## src/rtl/bimodal_predictor_pkg.sv

```systemverilog
// bp_pkg: shared counter width limit, saturating next-value function and testbench transaction record
package bp_pkg;
  localparam int CTR_MAX_W = 4;
  function automatic logic [CTR_MAX_W-1:0] sat_next(input logic [CTR_MAX_W-1:0] ctr, input logic taken, input int width);
    logic [CTR_MAX_W-1:0] top;
    top = CTR_MAX_W'((1 << width) - 1);
    return taken ? (ctr >= top ? top : ctr + 1'b1) : (ctr == '0 ? '0 : ctr - 1'b1);
  endfunction
  typedef struct packed {
    logic       req_valid;
    logic [7:0] req_pc;
    logic       upd_valid;
    logic [3:0] upd_idx;
    logic       upd_taken;
  } bp_txn_t;
endpackage

```

## src/rtl/bimodal_predictor_if.sv

```systemverilog
// bimodal_predictor_if: request (req_valid/req_pc), prediction (pred_valid/pred_taken/pred_idx) and update (upd_valid/upd_idx/upd_taken) bundle
interface bimodal_predictor_if #(parameter int PC_W = 8, parameter int IDX_W = 4);
  logic             req_valid;
  logic [PC_W-1:0]  req_pc;
  logic             pred_valid;
  logic             pred_taken;
  logic [IDX_W-1:0] pred_idx;
  logic             upd_valid;
  logic [IDX_W-1:0] upd_idx;
  logic             upd_taken;
  modport master (output req_valid, req_pc, upd_valid, upd_idx, upd_taken, input pred_valid, pred_taken, pred_idx);
  modport slave (input req_valid, req_pc, upd_valid, upd_idx, upd_taken, output pred_valid, pred_taken, pred_idx);
endinterface

```

## src/rtl/bimodal_predictor_sat_counter.sv

```systemverilog
// sat_counter: up/down saturating counter (clk, rst_n sync active-low, inc_en update strobe, taken direction, value)
module sat_counter import bp_pkg::*; #(
  parameter int CTR_W = 2,
  parameter logic [CTR_W-1:0] CTR_INIT = '1
) (
  input  logic             clk,
  input  logic             rst_n,
  input  logic             inc_en,
  input  logic             taken,
  output logic [CTR_W-1:0] value
);
  always_ff @(posedge clk)
    if (!rst_n) value <= CTR_INIT;
    else if (inc_en) value <= CTR_W'(sat_next(CTR_MAX_W'(value), taken, CTR_W));
endmodule

```

## src/rtl/bimodal_predictor.sv

```systemverilog
// bimodal_predictor: PC-indexed saturating-counter direction predictor; ports clk, rst_n (sync active-low), bp (slave: req/pred/upd); option BIMODAL_GSHARE_EN xors a global history into the index
module bimodal_predictor import bp_pkg::*; #(
  parameter int PC_W = 8,
  parameter int PC_LSB = 2,
  parameter int IDX_W = 4,
  parameter int CTR_W = 2,
  parameter logic [CTR_W-1:0] CTR_INIT = '1
) (
  input logic clk,
  input logic rst_n,
  bimodal_predictor_if.slave bp
);
  if (PC_W < PC_LSB + IDX_W || CTR_W < 1 || CTR_W > CTR_MAX_W) begin : g_bad_cfg
    $error("bimodal_predictor: illegal PC_W/PC_LSB/IDX_W/CTR_W combination");
  end
  logic [IDX_W-1:0] pc_idx, idx;
  logic [CTR_W-1:0] ctr [2**IDX_W];
  assign pc_idx = bp.req_pc[PC_LSB+IDX_W-1:PC_LSB];
`ifdef BIMODAL_GSHARE_EN
  logic [IDX_W-1:0] ghr;
  always_ff @(posedge clk)
    if (!rst_n) ghr <= '0;
    else if (bp.upd_valid) ghr <= IDX_W'({ghr, bp.upd_taken});
  assign idx = pc_idx ^ ghr;
`else
  assign idx = pc_idx;
`endif
  for (genvar i = 0; i < 2**IDX_W; i++) begin : g_ctr
    sat_counter #(.CTR_W(CTR_W), .CTR_INIT(CTR_INIT)) u_ctr (
      .clk(clk),
      .rst_n(rst_n),
      .inc_en(bp.upd_valid && bp.upd_idx == IDX_W'(i)),
      .taken(bp.upd_taken),
      .value(ctr[i])
    );
  end
  always_ff @(posedge clk)
    if (!rst_n) begin
      bp.pred_valid <= 1'b0;
      bp.pred_taken <= 1'b0;
      bp.pred_idx <= '0;
    end else begin
      bp.pred_valid <= bp.req_valid;
      if (bp.req_valid) begin
        bp.pred_taken <= ctr[idx][CTR_W-1];
        bp.pred_idx <= idx;
      end
    end
endmodule
```

## src/flat_wrapper.sv

```systemverilog
// flat-port wrapper written by rule: the top's interface ports become plain ports
module bimodal_predictor_flat import bp_pkg::*;
#(
  parameter int PC_W = 8,
  parameter int PC_LSB = 2,
  parameter int IDX_W = 4,
  parameter int CTR_W = 2,
  parameter logic [CTR_W-1:0] CTR_INIT = '1
)
  (clk, rst_n, bp_req_valid, bp_req_pc, bp_upd_valid, bp_upd_idx, bp_upd_taken, bp_pred_valid, bp_pred_taken, bp_pred_idx);
  bimodal_predictor_if #(.PC_W(PC_W), .IDX_W(IDX_W)) bp_i ();
  input logic clk;
  input logic rst_n;
  input wire logic [$bits(bp_i.req_valid)-1:0] bp_req_valid;
  input wire logic [$bits(bp_i.req_pc)-1:0] bp_req_pc;
  input wire logic [$bits(bp_i.upd_valid)-1:0] bp_upd_valid;
  input wire logic [$bits(bp_i.upd_idx)-1:0] bp_upd_idx;
  input wire logic [$bits(bp_i.upd_taken)-1:0] bp_upd_taken;
  output wire logic [$bits(bp_i.pred_valid)-1:0] bp_pred_valid;
  output wire logic [$bits(bp_i.pred_taken)-1:0] bp_pred_taken;
  output wire logic [$bits(bp_i.pred_idx)-1:0] bp_pred_idx;
  assign bp_i.req_valid = bp_req_valid;
  assign bp_i.req_pc = bp_req_pc;
  assign bp_i.upd_valid = bp_upd_valid;
  assign bp_i.upd_idx = bp_upd_idx;
  assign bp_i.upd_taken = bp_upd_taken;
  assign bp_pred_valid = bp_i.pred_valid;
  assign bp_pred_taken = bp_i.pred_taken;
  assign bp_pred_idx = bp_i.pred_idx;
  bimodal_predictor #(.PC_W(PC_W), .PC_LSB(PC_LSB), .IDX_W(IDX_W), .CTR_W(CTR_W), .CTR_INIT(CTR_INIT)) u_core (.clk(clk), .rst_n(rst_n), .bp(bp_i));
endmodule
```

## config.mk

```make
export PLATFORM = sky130hd
export DESIGN_NAME = bimodal_predictor_flat
export DESIGN_NICKNAME = d
export VERILOG_FILES = /design/src/rtl/bimodal_predictor_pkg.sv /design/src/rtl/bimodal_predictor_if.sv /design/src/rtl/bimodal_predictor_sat_counter.sv /design/src/rtl/bimodal_predictor.sv /design/src/flat_wrapper.sv
export SDC_FILE = /design/constraint.sdc
export NUM_CORES = 1
export LEC_CHECK = 0
export ABC_AREA = 1
export BUFFER_PORTS_ARGS = -buffer_cell sky130_fd_sc_hd__buf_2
export CAP_MARGIN = 10
export CORE_UTILIZATION = 57
export CTS_CLUSTER_SIZE = 30
export DETAILED_ROUTE_END_ITERATION = 7
export GPL_TIMING_DRIVEN = 1
export PLACE_DENSITY = 0.82
export SYNTH_ARGS = -nofsm -noshare
export SYNTH_HDL_FRONTEND = slang
export SYNTH_HIERARCHICAL = 1
export SYNTH_SLANG_ARGS = --single-unit
```

## constraint.sdc

```tcl
create_clock -name clk -period 2.06 [get_ports clk]
set_input_delay 0.309 -clock clk [delete_from_list [all_inputs] [get_ports clk]]
set_output_delay 0.309 -clock clk [all_outputs]
set_load 0.005 [all_outputs]
```

==> results.ini <==
[clock_network]
htreeDepth=2
cts_resized=0
cts_buffer_depth=2
cts.clk_slew.worst_paths_ns=0.11
cts_setup_buffers=0
clock_sinks=38
cts_inserted_buffers=5
clock_latency_ns=0.35
cts_hold_buf=0
cts_tree=yes
root_buffer=clkbuf_4

[power_and_ir_drop]
power_density_nw_per_um2=604.2
ir_drop_v=0.0003386
power_uw=1346
power_leakage_uw=0.001143

[sta]
hold_viol_final=0
rsz0062_at_grt=false
relSlewSlack_pct=61.76
fin_hold_ws_ns=0.2222
clock.fmax_ghz=0.8889
maxSlewViolCount=0
setup_viol_count_final=0
tns_ns=0
worst_slew_pin_slew_ns=0.5736
clock_skew_ns=0.004654
period_share_pct=54.61
period_minus_slack_ns=1.125

[grt]
grt_pass1_vias=1512
grt_overflow=0
track_usage_pct=22.62
grt_pass1_wl_mm=6.223
grt_max_degree=33
antenna_found_initial=0

[run_status]
outcome=finished clean

[yosys]
synth_top_cell_by_area=dfxtp_1
ys_ff_latch=38
syn_inst=343
ys_types=14
synth_area_um2=2036
ys_warn_count=6
synth_top_area_share_pct=37.37
synthTopCellsByArea=dfxtp_1 37%, nand2_1 25%, inv_1 10%
seq_area_frac_synth_pct=37.37
syn_avg_cell_area_um2=5.935
syn-num-nets=360

[worst_setup_path]
cp_top_family=flip-flops
crit_chain=buf_2
cpMaxStageDelayCell=dfxtp_1
crit_buf_inv=1
path_max_fanout=2
crit_arrival_ns=0.82
max_stage_delay_ns=0.36
worstSetupPathType=register to output pin
cp-end-kind=output pin
start_kind=register
required_ns=1.75
rr_worst_depth=6
cp.depth=1

[finish]
diodes=0
multi_input_area_um2=1041
finalNonFillerCells=413
layout-drive-gt1-share_pct=11.72
seq_area_um2=760.7
design_area_um2=2227
synthToLayoutAreaGrowth_pct=9.404
n_fill_cell=316
final_nets=383

[worst_hold_path]
hold_depth=3
hp-class=primary input to register

[run]
cap_viol_max_count=0

[drt]
drt-total-wl_mm=3.918
drc=0
wl_per_cell_um=9.487
drt_iter0_markers=100
ant_nets=0
viasPerCell=4.748
via_count=1961
firstDrtPassIters=4

[floorplan]
std_cell_rows=21
start_util_pct=60.06
die_x_um=61.76
core_area_um2=3390
pin_count=23
fp.dieH_um=61.76
dieArea_um2=3814

[place]
hpwl_mm=2.885
place_congestion=0.8170
place_inst=405
io_buffers=18
placed_area_um2=2167

[synthesized netlist by cell type (all sizes together)]
cell type / count
nand2: 138
inv: 56
nor2: 55
dfxtp: 38
a21oi: 36
nand3: 9
o21ai: 8
buf: 2
o211ai: 1
[registers in the layout (all words and copies together) (netlist names)]
signal and flops:
u_core/bp.pred_idx 4, u_core/bp.pred_taken 1, u_core/bp.pred_valid 1, u_core/g_ctr.u_ctr/value 32
[metrics by stage]
stage	utilization, %	worst slack, ns
floorplan	-	1.083
global placement	63.93	0.8602
detailed placement	63.93	0.8424
CTS	65.71	0.9277
global route	65.71	0.8708
finish	65.71	0.9351
[final cells by class]
class	count	area share [%]
Clock buffer	7	2.472
Sequential cell	38	34.16
Inverter	56	9.775
Multi-Input combinational cell	247	46.74
Tap cell	46	2.584
Clock inverter	1	0.2247
Timing Repair Buffer	18	4.045
[path summary, 6_finish.rpt]
check,from,endpoint,slack [ns]
worst max-delay path,u_core/bp.pred_idx[2],bp_pred_idx[2],0.94
worst min-delay path,bp_req_pc[5],u_core/bp.pred_taken,0.22
worst max register to register,u_core/g_ctr[11].u_ctr/value[1],u_core/bp.pred_taken,1.07
worst min register to register,u_core/g_ctr[6].u_ctr/value[0],u_core/g_ctr[6].u_ctr/value[0],0.50
[cells by family after synthesis]
group / Yosys count / synth area share (%)
buf+inv: 58 / 11.49
flops: 38 / 37.37
compound gates: 45 / 11.37
simple gates: 202 / 39.77
[metal layers]
metal | track usage [%] | up-vias | share of wire, %
met3 | 7.453 | 6 | 4.0
met4 | 7.619 | 0 | 1.5
met2 | 36.25 | 37 | 43
li1 | - | 1083 | -
met5 | 0 | - | 0
met1 | 28.72 | 835 | 52
[power by group]
group	switching, µW	total, µW	internal (µW)	leakage, µW
clock network	249	415	166	0.0000353
logic	103	159	55.5	0.000797
registers	15.5	772	757	0.000310
[cells in the final DEF, fill, tap and decap left out, drive strengths merged]
master,count
a21oi,36
buf,18
clkbuf,7
clkinv,1
dfxtp,38
inv,56
nand2,138
nand3,9
nor2,55
o211ai,1
o21ai,8
No activity file was read; power rests on OpenSTA's default activity.
